### src/rtl/lc3_dp_pkg.sv
// Shared types and helpers for the parametrised LC-3 datapath:
// mux/ALU encodings, memory-handshake FSM states and a sign-extension helper.
package lc3_dp_pkg;

    typedef enum logic [1:0] {
        ALU_ADD  = 2'b00,
        ALU_AND  = 2'b01,
        ALU_NOT  = 2'b10,
        ALU_PASS = 2'b11
    } alu_op_e;

    typedef enum logic [1:0] {
        PC_INC   = 2'b00,
        PC_BUS   = 2'b01,
        PC_ADDER = 2'b10,
        PC_HOLD  = 2'b11
    } pcmux_e;

    typedef enum logic [1:0] {
        OFF_ZERO = 2'b00,
        OFF_6    = 2'b01,
        OFF_9    = 2'b10,
        OFF_11   = 2'b11
    } addr2mux_e;

    typedef enum logic {
        IDLE = 1'b0,
        WAIT = 1'b1
    } mem_state_e;

    // Replicates value[from_bit] into every bit above it, up to bit w-1; bits >= w are zero.
    function automatic logic [63:0] sext(input logic [63:0] value, input int from_bit, input int w);
        logic [63:0] r;
        r = '0;
        for (int i = 0; i < 64; i++) begin
            if (i >= w)
                r[i] = 1'b0;
            else if (i <= from_bit)
                r[i] = value[i];
            else
                r[i] = value[6'(from_bit)];
        end
        return r;
    endfunction

endpackage

### src/rtl/lc3_reg_file.sv
// NREGS x W register file: two combinational read ports, one synchronous write port.
// Reads of the register being written return the pre-write value.
module lc3_reg_file
    import lc3_dp_pkg::*;
#(
    parameter int W     = 16,
    parameter int NREGS = 8
) (
    input  logic                     clk,
    input  logic                     rst_n,
    input  logic                     we,
    input  logic [$clog2(NREGS)-1:0] waddr,
    input  logic [W-1:0]             wdata,
    input  logic [$clog2(NREGS)-1:0] raddr1,
    input  logic [$clog2(NREGS)-1:0] raddr2,
    output logic [W-1:0]             rdata1,
    output logic [W-1:0]             rdata2
);

    logic [W-1:0] regs [NREGS];

    always_ff @(posedge clk or negedge rst_n) begin
        if (!rst_n) begin
            for (int i = 0; i < NREGS; i++)
                regs[i] <= '0;
        end else if (we) begin
            regs[waddr] <= wdata;
        end
    end

    assign rdata1 = regs[raddr1];
    assign rdata2 = regs[raddr2];

endmodule

### src/rtl/lc3_datapath_param.sv
// Parametrised LC-3 datapath around one shared bus, with a request/ack memory port.
// Optional BUS_CONFLICT_CHECK_EN builds the sticky multi-gate detector behind bus_err.
module lc3_datapath_param
    import lc3_dp_pkg::*;
#(
    parameter int           W        = 16,
    parameter int           NREGS    = 8,
    parameter logic [W-1:0] PC_RESET = '0
) (
    input  logic                     Clk,
    input  logic                     Reset_n,
    input  logic                     gateMARMUX,
    input  logic                     gatePC,
    input  logic                     gateALU,
    input  logic                     gateMDR,
    input  logic                     LD_PC,
    input  logic                     LD_IR,
    input  logic                     LD_MAR,
    input  logic                     LD_MDR,
    input  logic                     LD_REG,
    input  logic                     LD_CC,
    input  logic [1:0]               PCMUX,
    input  logic                     ADDR1MUX,
    input  logic [1:0]               ADDR2MUX,
    input  logic                     MARMUX,
    input  logic [$clog2(NREGS)-1:0] DR,
    input  logic [$clog2(NREGS)-1:0] SR1,
    input  logic [$clog2(NREGS)-1:0] SR2,
    input  logic                     SR2MUX,
    input  logic [1:0]               ALUK,
    input  logic                     MIO_EN,
    input  logic                     mem_rd,
    input  logic                     mem_wr,
    input  logic                     mem_ack,
    input  logic [W-1:0]             mem_rdata,
    output logic                     mem_req,
    output logic                     mem_we,
    output logic [W-1:0]             mem_addr,
    output logic [W-1:0]             mem_wdata,
    output logic                     mem_busy,
    output logic [W-1:0]             IR,
    output logic [W-1:0]             PC,
    output logic [2:0]               nzp,
    output logic                     bus_err
);

    logic [W-1:0]        mar, mdr, bus, alu_out, marmux_out;
    logic [W-1:0]        sr1_data, sr2_data;
    logic signed [W-1:0] addr1, addr2, adder_out, alu_a, alu_b;
    mem_state_e          state, state_next;
    logic                mem_start, mem_done;

    function automatic logic [2:0] cc_of(input logic [W-1:0] v);
        if (v[W-1])
            return 3'b100;
        else if (v == '0)
            return 3'b010;
        else
            return 3'b001;
    endfunction

    lc3_reg_file #(.W(W), .NREGS(NREGS)) u_reg_file (
        .clk    (Clk),
        .rst_n  (Reset_n),
        .we     (LD_REG),
        .waddr  (DR),
        .wdata  (bus),
        .raddr1 (SR1),
        .raddr2 (SR2),
        .rdata1 (sr1_data),
        .rdata2 (sr2_data)
    );

    always_comb begin
        addr1 = ADDR1MUX ? sr1_data : PC;
        case (addr2mux_e'(ADDR2MUX))
            OFF_6:   addr2 = W'(sext(64'(IR), 5, W));
            OFF_9:   addr2 = W'(sext(64'(IR), 8, W));
            OFF_11:  addr2 = W'(sext(64'(IR), 10, W));
            default: addr2 = '0;
        endcase
        adder_out  = addr1 + addr2;
        marmux_out = MARMUX ? adder_out : {{(W-8){1'b0}}, IR[7:0]};
    end

    always_comb begin
        alu_a = sr1_data;
        alu_b = SR2MUX ? W'(sext(64'(IR), 4, W)) : sr2_data;
        case (alu_op_e'(ALUK))
            ALU_ADD: alu_out = alu_a + alu_b;
            ALU_AND: alu_out = alu_a & alu_b;
            ALU_NOT: alu_out = ~alu_a;
            default: alu_out = alu_a;
        endcase
    end

    // Fixed-priority bus; an undriven bus reads as zero.
    always_comb begin
        bus = '0;
        if (gateMARMUX)
            bus = marmux_out;
        else if (gatePC)
            bus = PC;
        else if (gateALU)
            bus = alu_out;
        else if (gateMDR)
            bus = mdr;
    end

    always_comb begin
        state_next = state;
        mem_start  = 1'b0;
        mem_done   = 1'b0;
        mem_req    = 1'b0;
        mem_busy   = 1'b0;
        case (state)
            IDLE: begin
                if (mem_rd ^ mem_wr) begin
                    mem_start  = 1'b1;
                    state_next = WAIT;
                end
            end
            WAIT: begin
                mem_req  = 1'b1;
                mem_busy = 1'b1;
                if (mem_ack) begin
                    mem_done   = 1'b1;
                    state_next = IDLE;
                end
            end
            default: state_next = IDLE;
        endcase
    end

    always_ff @(posedge Clk or negedge Reset_n) begin
        if (!Reset_n) begin
            state     <= IDLE;
            mem_addr  <= '0;
            mem_wdata <= '0;
            mem_we    <= 1'b0;
        end else begin
            state <= state_next;
            if (mem_start) begin
                mem_addr  <= mar;
                mem_wdata <= mdr;
                mem_we    <= mem_wr;
            end else if (mem_done) begin
                mem_we <= 1'b0;
            end
        end
    end

    // MAR and MDR are frozen while a request is in flight so the request stays stable.
    always_ff @(posedge Clk or negedge Reset_n) begin
        if (!Reset_n) begin
            PC  <= PC_RESET;
            IR  <= '0;
            mar <= '0;
            mdr <= '0;
            nzp <= 3'b010;
        end else begin
            if (LD_PC) begin
                case (pcmux_e'(PCMUX))
                    PC_INC:   PC <= PC + W'(1);
                    PC_BUS:   PC <= bus;
                    PC_ADDER: PC <= adder_out;
                    default:  PC <= PC;
                endcase
            end
            if (LD_IR)
                IR <= bus;
            if (LD_MAR && state == IDLE)
                mar <= bus;
            if (mem_done && !mem_we)
                mdr <= mem_rdata;
            else if (LD_MDR && !MIO_EN && state == IDLE)
                mdr <= bus;
            if (LD_CC)
                nzp <= cc_of(bus);
        end
    end

`ifdef BUS_CONFLICT_CHECK_EN
    logic multi_gate;
    assign multi_gate = $countones({gateMARMUX, gatePC, gateALU, gateMDR}) > 1;

    always_ff @(posedge Clk or negedge Reset_n) begin
        if (!Reset_n)
            bus_err <= 1'b0;
        else if (multi_gate)
            bus_err <= 1'b1;
    end
`else
    assign bus_err = 1'b0;
`endif

endmodule
### config.mk
export PLATFORM = sky130hd
export DESIGN_NAME = lc3_datapath_param
export DESIGN_NICKNAME = d
export VERILOG_FILES = /design/src/rtl/lc3_dp_pkg.sv /design/src/rtl/lc3_reg_file.sv /design/src/rtl/lc3_datapath_param.sv
export SDC_FILE = /design/constraint.sdc
export NUM_CORES = 1
export LEC_CHECK = 0
export BUFFER_PORTS_ARGS = -buffer_cell sky130_fd_sc_hd__buf_2
export CORE_MARGIN = 4
export CORE_UTILIZATION = 31
export DETAILED_ROUTE_END_ITERATION = 7
export HOLD_SLACK_MARGIN = 0.05
export PLACE_DENSITY = 0.48
export SLEW_MARGIN = 5
export SYNTH_ARGS = -nofsm -noshare
export SYNTH_HDL_FRONTEND = slang
export SYNTH_HIERARCHICAL = 1
export SYNTH_SLANG_ARGS = --single-unit
export TNS_END_PERCENT = 50
### constraint.sdc
create_clock -name Clk -period 5.8 [get_ports Clk]
set_clock_uncertainty 0.05 [all_clocks]
set_input_delay 1.16 -clock Clk [delete_from_list [all_inputs] [get_ports Clk]]
set_output_delay 1.16 -clock Clk [all_outputs]
set_load 0.005 [all_outputs]
==> results by group, run 1 <==
Finish
  • # fillers: 4639
  • Reg area: 0.00573 mm^2
  • Post-route cell area: 0.0168 mm^2
  • Multi-input logic area: 0.00820 mm^2
  • Commonest non-fill, non-tap cells in the layout: 228 x dfrtp_1, 216 x mux2_2, 118 x buf_2, 85 x nand2_1, 72 x o21ai_0
  • Layout cells sized above 1: 0.331
  • Area delta synth->final: 15.5%
  • Commonest non-fill, non-tap cell in the layout: dfrtp_1
  • Nets: 1458

Worst setup path
  • Reg-to-reg setup timing slack: 1070 ps
  • Critical Path Start: SR1[0]
  • Setup crit end kind: flip-flop
  • Reg-to-Reg End: u_reg_file/regs[94]
  • Critical path destination: u_reg_file/regs[94]
  • Startpoint type of the worst setup path: input port
  • Worst endpoint required time: 6180 ps
  • CP arrival: 5580 ps
  • Worst Reg-to-Reg Cells: 14
  • CP max stage cell: mux4_1
  • WS Path Type: input port to flip-flop
  • Worst path max stage delay: 550 ps
  • CP Max Fanout: 8
  • Worst reg2reg startpoint: u_reg_file/regs[96]
  • Cell repeated most along the worst path: mux2_2
  • Crit path cell chain: buf_2 -> buf_4 -> mux4_1 -> mux2_2 -> mux2_2 -> fa_1 -> a211oi_4 -> o21bai_2 -> a211o_1 -> a31o_1 -> a21oi_2 -> xnor2_1 -> a221oi_4 -> inv_1 -> mux2_2

Timing
  • Hold Violations, Final: 0
  • RSZ-0062 raised after global routing: false
  • Least-Margin Pin Slew: 1150 ps
  • Slew headroom: 0.228
  • Setup violators final: 0
  • Setup TNS: 0 ps
  • FMAX: 192 MHz
  • Min cycle time layout: 5190 ps
  • Final Max Tran Viols: 0
  • Period utilisation layout: 0.896

Placed design
  • Post-DP HPWL: 34500 um
  • Placed Area: 0.0158 mm^2
  • IO Port Bufs: 119
  • Placer Congestion: 0.902

Synthesis
  • Post-synthesis instance area: 0.0145 mm^2
  • Post-synthesis sequential area ratio: 0.395
  • Synth warn: 6
  • Cell variety after synth: 87
  • Ys async rst share: 1.00
  • Syn Nets: 1348
  • EDFF count, synth: 0
  • Syn Area/Cell: 11.5 um^2
  • Commonest register cell after synthesis: dfrtp_1
  • Synth Instances: 1261
  • Register bit total from synthesis: 229

Pwr
  • Total power: 8.66 mW
  • Static Leakage: 7.47 nW
  • Logic pwr share: 0.452
  • Max IR drop VDD: 0.000342 V
  • Pwr/cell area: 516 mW/mm^2
  • Cell-internal power: 5.31 mW
  • Switch Pwr: 3.35 mW
  • Sequential share of power: 0.341
  • Sw Ratio: 0.387
  • Clk pwr share: 0.207

Clock network
  • Reg clk slew, reported paths: 60 ps
  • CTS max path bufs: 3
  • Hold_buf cts: 0
  • Post-CTS Setup Bufs: 0
  • Clk_lat worst skew: 550 ps
  • TritonCTS clock tree: yes
  • CTS root buffer: clkbuf_16
  • Num CTS Buffers: 26
  • # clock sinks: 229
  • Cts repair resizes: 0
  • CTS H-tree lvls: 1

Global route
  • Largest net degree at the start of global routing: 115
  • Global Route Usage Sum: 0.184
  • Overflow left after global routing: 0
  • Vias in the first global route: 11000
  • Initial antenna violation count: 1
  • Global-route wire length before repair: 71600 um

Floorplanning
  • Core area: 0.0465 mm^2
  • Die area: 0.0504 mm^2
  • Die height: 224 um
  • Rows: 79
  • Initial core utilization: 0.313
  • I/O pin cnt: 121
  • Die X: 224 um

Route
  • Remaining DRCs: 0
  • Via Count: 11000
  • Initial DRC Count: 863
  • Wire length per cell: 23.7 um
  • Drt pass-1 iters: 5
  • Vias per cell: 5.49
  • DRT antenna net count: 0
  • WL final: 47400 um

Hold path
  • Hold Path Cell Cnt: 2
  • Class of the worst hold path: flip-flop to flip-flop

Run status
  • Status: complete, no violations

Run
  • Maxcap violations: 0
[final cells by class]
class	instances	area share
inverters	53	0.0119
diodes	1	0.000149
multi-input cells	897	0.489
clock inverters	14	0.0125
repair buffers	164	0.0570
clock buffers	34	0.0430
well taps	607	0.0453
flip-flops and latches	229	0.342
[cell usage after synthesis, types with 9 or more instances]
library cell / count / share of area
o21ai_0: 72 / 0.025
mux4_1: 56 / 0.10
clkbuf_1: 37 / 0.0096
nor2_1: 55 / 0.014
a211oi_1: 13 / 0.0067
a22oi_1: 22 / 0.011
xor2_1: 11 / 0.0066
nor3_1: 12 / 0.0041
buf_2: 13 / 0.0045
o21ai_1: 15 / 0.0052
dfrtp_1: 228 / 0.39
o211ai_1: 9 / 0.0047
mux2_2: 216 / 0.17
nand3_1: 26 / 0.0090
nor2b_1: 22 / 0.0095
a221oi_1: 20 / 0.012
buf_6: 10 / 0.0078
xnor2_1: 23 / 0.014
ha_1: 35 / 0.030
nand2_1: 85 / 0.022
a21oi_1: 60 / 0.021
buf_1: 12 / 0.0031
inv_1: 50 / 0.013
[worst min path at each step]
stage	start	to	slack (ps)
2_1_floorplan	mar[0]	mar[0]	390
3_3_place_gp	mar[15]	mar[15]	410
3_5_place_dp	mar[9]	mar[9]	420
4_1_cts	mar[9]	mar[9]	430
5_1_grt	nzp[1]	nzp[1]	460
6_report	mar[9]	mar[9]	430
[routing by layer]
metal / part of all wire / global-route usage / wire [um]
met4: 0.031 / 0.0514 / 1470
met5: 0.00027 / 0 / 13
met2: 0.46 / 0.290 / 21800
met1: 0.46 / 0.269 / 21700
met3: 0.052 / 0.0228 / 2480
[worst max-delay path, delay by kind of cell]
family	cells	cell delay, ps
XOR/XNOR	1	140
multiplexers	4	1550
adder cells (fa/ha/maj)	1	500
AO/OA/AOI/OAI	6	1650
buffers and inverters	3	550
[power by group through the flow]
stage               registers (mW)  clock network (mW)  logic [mW]
floorplan                     2.72                   0        2.71
global placement              2.95                   0        3.86
detailed placement            2.98                   0        3.89
CTS                           2.95                1.84        3.91
global route                  3.05                1.91        4.26
finish                        2.96                1.79        3.91
[registers in the layout, indices dropped and copies added (netlist names)]
name,cells
state,1
nzp,3
IR,16
mdr,16
mem_addr,16
u_reg_file/regs,128
PC,16
mem_wdata,16
mar,16
mem_we,1
[cell families after synthesis]
group                    count (synthesis)  synth area share
AO/OA/AOI/OAI                          285             0.134
XOR/XNOR                                34            0.0205
adder cells (fa/ha/maj)                 38            0.0336
buffers and inverters                  135            0.0434
flip-flops                             229             0.395
multiplexers                           287             0.286
other                                    1          0.000258
AND/OR/NAND/NOR                        252            0.0872
[stage by stage]
step	setup slack, ps	utilization	hold WS (ps)	instances
final	605	0.361	431	1999
after global routing	469	0.361	464	1998
after CTS	702	0.361	433	1998
after detailed placement	131	0.341	420	1950
after global placement	144	0.341	413	1950
after floorplan	512	-	394	1261
No activity file was read; power rests on OpenSTA's default activity.
==> run 2, diff against run 1 <==
==> constraint.sdc (replaced) <==
create_clock -name Clk -period 6.09 [get_ports Clk]
set_clock_uncertainty 0.05 [all_clocks]
set_input_delay 1.218 -clock Clk [delete_from_list [all_inputs] [get_ports Clk]]
set_output_delay 1.218 -clock Clk [all_outputs]
set_load 0.005 [all_outputs]
==> run 2 against run 1 <==
  * Via count is 0.71% higher
  * Flip-flop and latch count unchanged
  * Worst hold slack got worse by 6.2 ps
  * Die area is the same
  * Wire length grew 0.29%
  * Final cell count is 0.35% lower
  * Combinational power decreased by 5%
  * Critical path type unchanged
  * Critical endpoint is now u_reg_file/regs[46]
  * Largest cell class unchanged
==> results by group, run 2 (synthesized netlist as in run 1, its figures left out) <==
Run
  • Maxcap violations: 0

Finish
  • Post-route cell area: 0.0166 mm^2
  • Reg area: 0.00573 mm^2
  • Util after Layout: 0.358
  • Max reg flops: 128
  • Area delta synth->final: 14.5%
  • Commonest non-fill, non-tap cells in the layout: 228 x dfrtp_1, 216 x mux2_2, 118 x buf_2, 85 x nand2_1, 72 x o21ai_0
  • Top reg by flops: u_reg_file/regs
  • # fillers: 4631
  • Multi-input logic area: 0.00820 mm^2
  • Layout cells sized above 1: 0.325
  • Nets: 1453
  • Commonest non-fill, non-tap cell in the layout: dfrtp_1
  • Final cell count without fillers: 1992

Placed design
  • Place WS: 210 ps
  • IO Port Bufs: 119
  • Post-DP HPWL: 33900 um
  • Placer Congestion: 0.913
  • Number of instances in the placed design: 1944
  • Placed Area: 0.0158 mm^2

Route
  • Remaining DRCs: 0
  • Initial DRC Count: 862
  • Highest routed layer: met5
  • Vias per cell: 5.55
  • DRT antenna net count: 0
  • WL met1: 21400 um
  • Via Count: 11100
  • WL final: 47600 um
  • Met2 WL: 21400 um
  • Wire length per cell: 23.9 um
  • Met3 routed WL: 2950 um
  • Drt pass-1 iters: 7

Worst setup path
  • Crit path cell chain: buf_2 -> buf_4 -> mux4_1 -> mux2_2 -> mux2_2 -> ha_1 -> and3_1 -> a221o_1 -> a211o_1 -> a31o_1 -> a21oi_2 -> xnor2_1 -> a221oi_4 -> inv_1 -> mux2_2
  • Reg-to-Reg End: u_reg_file/regs[46]
  • WS Path Type: input port to flip-flop
  • Worst path max stage delay: 590 ps
  • Worst reg2reg startpoint: u_reg_file/regs[96]
  • Cell repeated most along the worst path: mux2_2
  • Startpoint type of the worst setup path: input port
  • Reg-to-reg setup timing slack: 1430 ps
  • Setup crit end kind: flip-flop
  • Worst Reg-to-Reg Cells: 14
  • Worst endpoint required time: 6470 ps
  • CP Max Fanout: 15
  • CP arrival: 5740 ps
  • CP max stage cell: mux4_1

Pwr
  • Static Leakage: 7.38 nW
  • Pwr/cell area: 486 mW/mm^2
  • Max IR drop VDD: 0.000211 V
  • Total power: 8.08 mW

Clock network
  • Hold_buf cts: 0
  • Cts repair resizes: 0
  • Num CTS Buffers: 27
  • Reg clk slew, reported paths: 60 ps
  • Post-CTS Setup Bufs: 0
  • Clk_lat worst skew: 570 ps
  • CTS max path bufs: 3
  • CTS H-tree lvls: 1
  • CTS root buffer: clkbuf_16
  • TritonCTS clock tree: yes
  • # clock sinks: 229

Timing
  • Min cycle time layout: 5360 ps
  • FMAX: 187 MHz
  • Setup violators final: 0
  • Hold Slack: 425 ps
  • Slew headroom: 0.242
  • Post-route setup slack: 731 ps
  • Period utilisation layout: 0.880
  • Setup TNS: 0 ps
  • RSZ-0062 raised after global routing: false
  • Least-Margin Pin Slew: 1130 ps
  • Hold Violations, Final: 0
  • Final Max Tran Viols: 0

Floorplanning
  • Die X: 224 um
  • Die height: 224 um
  • Die area: 0.0504 mm^2
  • I/O pin cnt: 121
  • Rows: 79
  • Initial core utilization: 0.313
  • Core area: 0.0465 mm^2

Global route
  • Vias in the first global route: 11100
  • Largest net degree at the start of global routing: 122
  • Overflow left after global routing: 0
  • Initial antenna violation count: 1
  • Global-route wire length before repair: 71400 um
  • Global Route Usage Sum: 0.184

Run status
  • Status: complete, no violations

Hold path
  • Hold Path Cell Cnt: 2
  • Hold Crit Endpoint: mar[12]
  • Class of the worst hold path: flip-flop to flip-flop
  • Min-delay src: mar[12]
==> run 2: changes by cell type in the layout (fill, tap and decap cells not counted), sizes merged <==
| cell | previous run | this run |
|---|---|---|
| bufinv | 5 | 0 |
| clkbuf | 34 | 38 |
| clkinvlp | 0 | 2 |
| diode | 1 | 2 |
| inv | 54 | 55 |
| clkinv | 8 | 4 |
| buf | 164 | 158 |
==> run 2: critical path, delay by kind of cell <==
| kind | cells | cell delay, ps |
|---|---|---|
| mux | 4 | 1520 |
| compound gates | 5 | 1430 |
| buf+inv | 3 | 880 |
| fa+ha+maj | 1 | 350 |
| simple gates | 1 | 190 |
| xor+xnor | 1 | 130 |
==> run 2: metal layers <==
metal  track usage  vias to the layer above
li1              -                     4993
met1         0.267                     5597
met2         0.282                      397
met3        0.0294                       70
met4        0.0599                        2
met5             0                        -
==> run 2: cell type report <==
type / instances / area share
inverters: 53 / 0.0120
well taps: 607 / 0.0457
multi-input cells: 897 / 0.493
diodes: 2 / 0.000301
clock inverters: 8 / 0.00384
flip-flops and latches: 229 / 0.345
clock buffers: 38 / 0.0461
repair buffers: 158 / 0.0548
==> run 2: how the worst max path moves through the flow <==
stage	start	to	slack [ps]	cells past startpoint
3_5_place_dp	SR1[0]	u_reg_file/regs[30]	210	15
6_report	SR1[0]	u_reg_file/regs[46]	730	15
3_3_place_gp	SR1[0]	nzp[0]	280	16
2_1_floorplan	SR1[0]	nzp[0]	740	17
4_1_cts	SR1[0]	u_reg_file/regs[46]	810	15
5_1_grt	SR1[0]	PC[15]	560	16
==> run 2: power breakdown <==
| part | switching (mW) | leakage [nW] | internal (mW) |
|---|---|---|---|
| Combinational | 1.94 | 4.13 | 1.78 |
| Sequential | 0.597 | 2.84 | 2.22 |
| Clock | 0.669 | 0.406 | 0.878 |
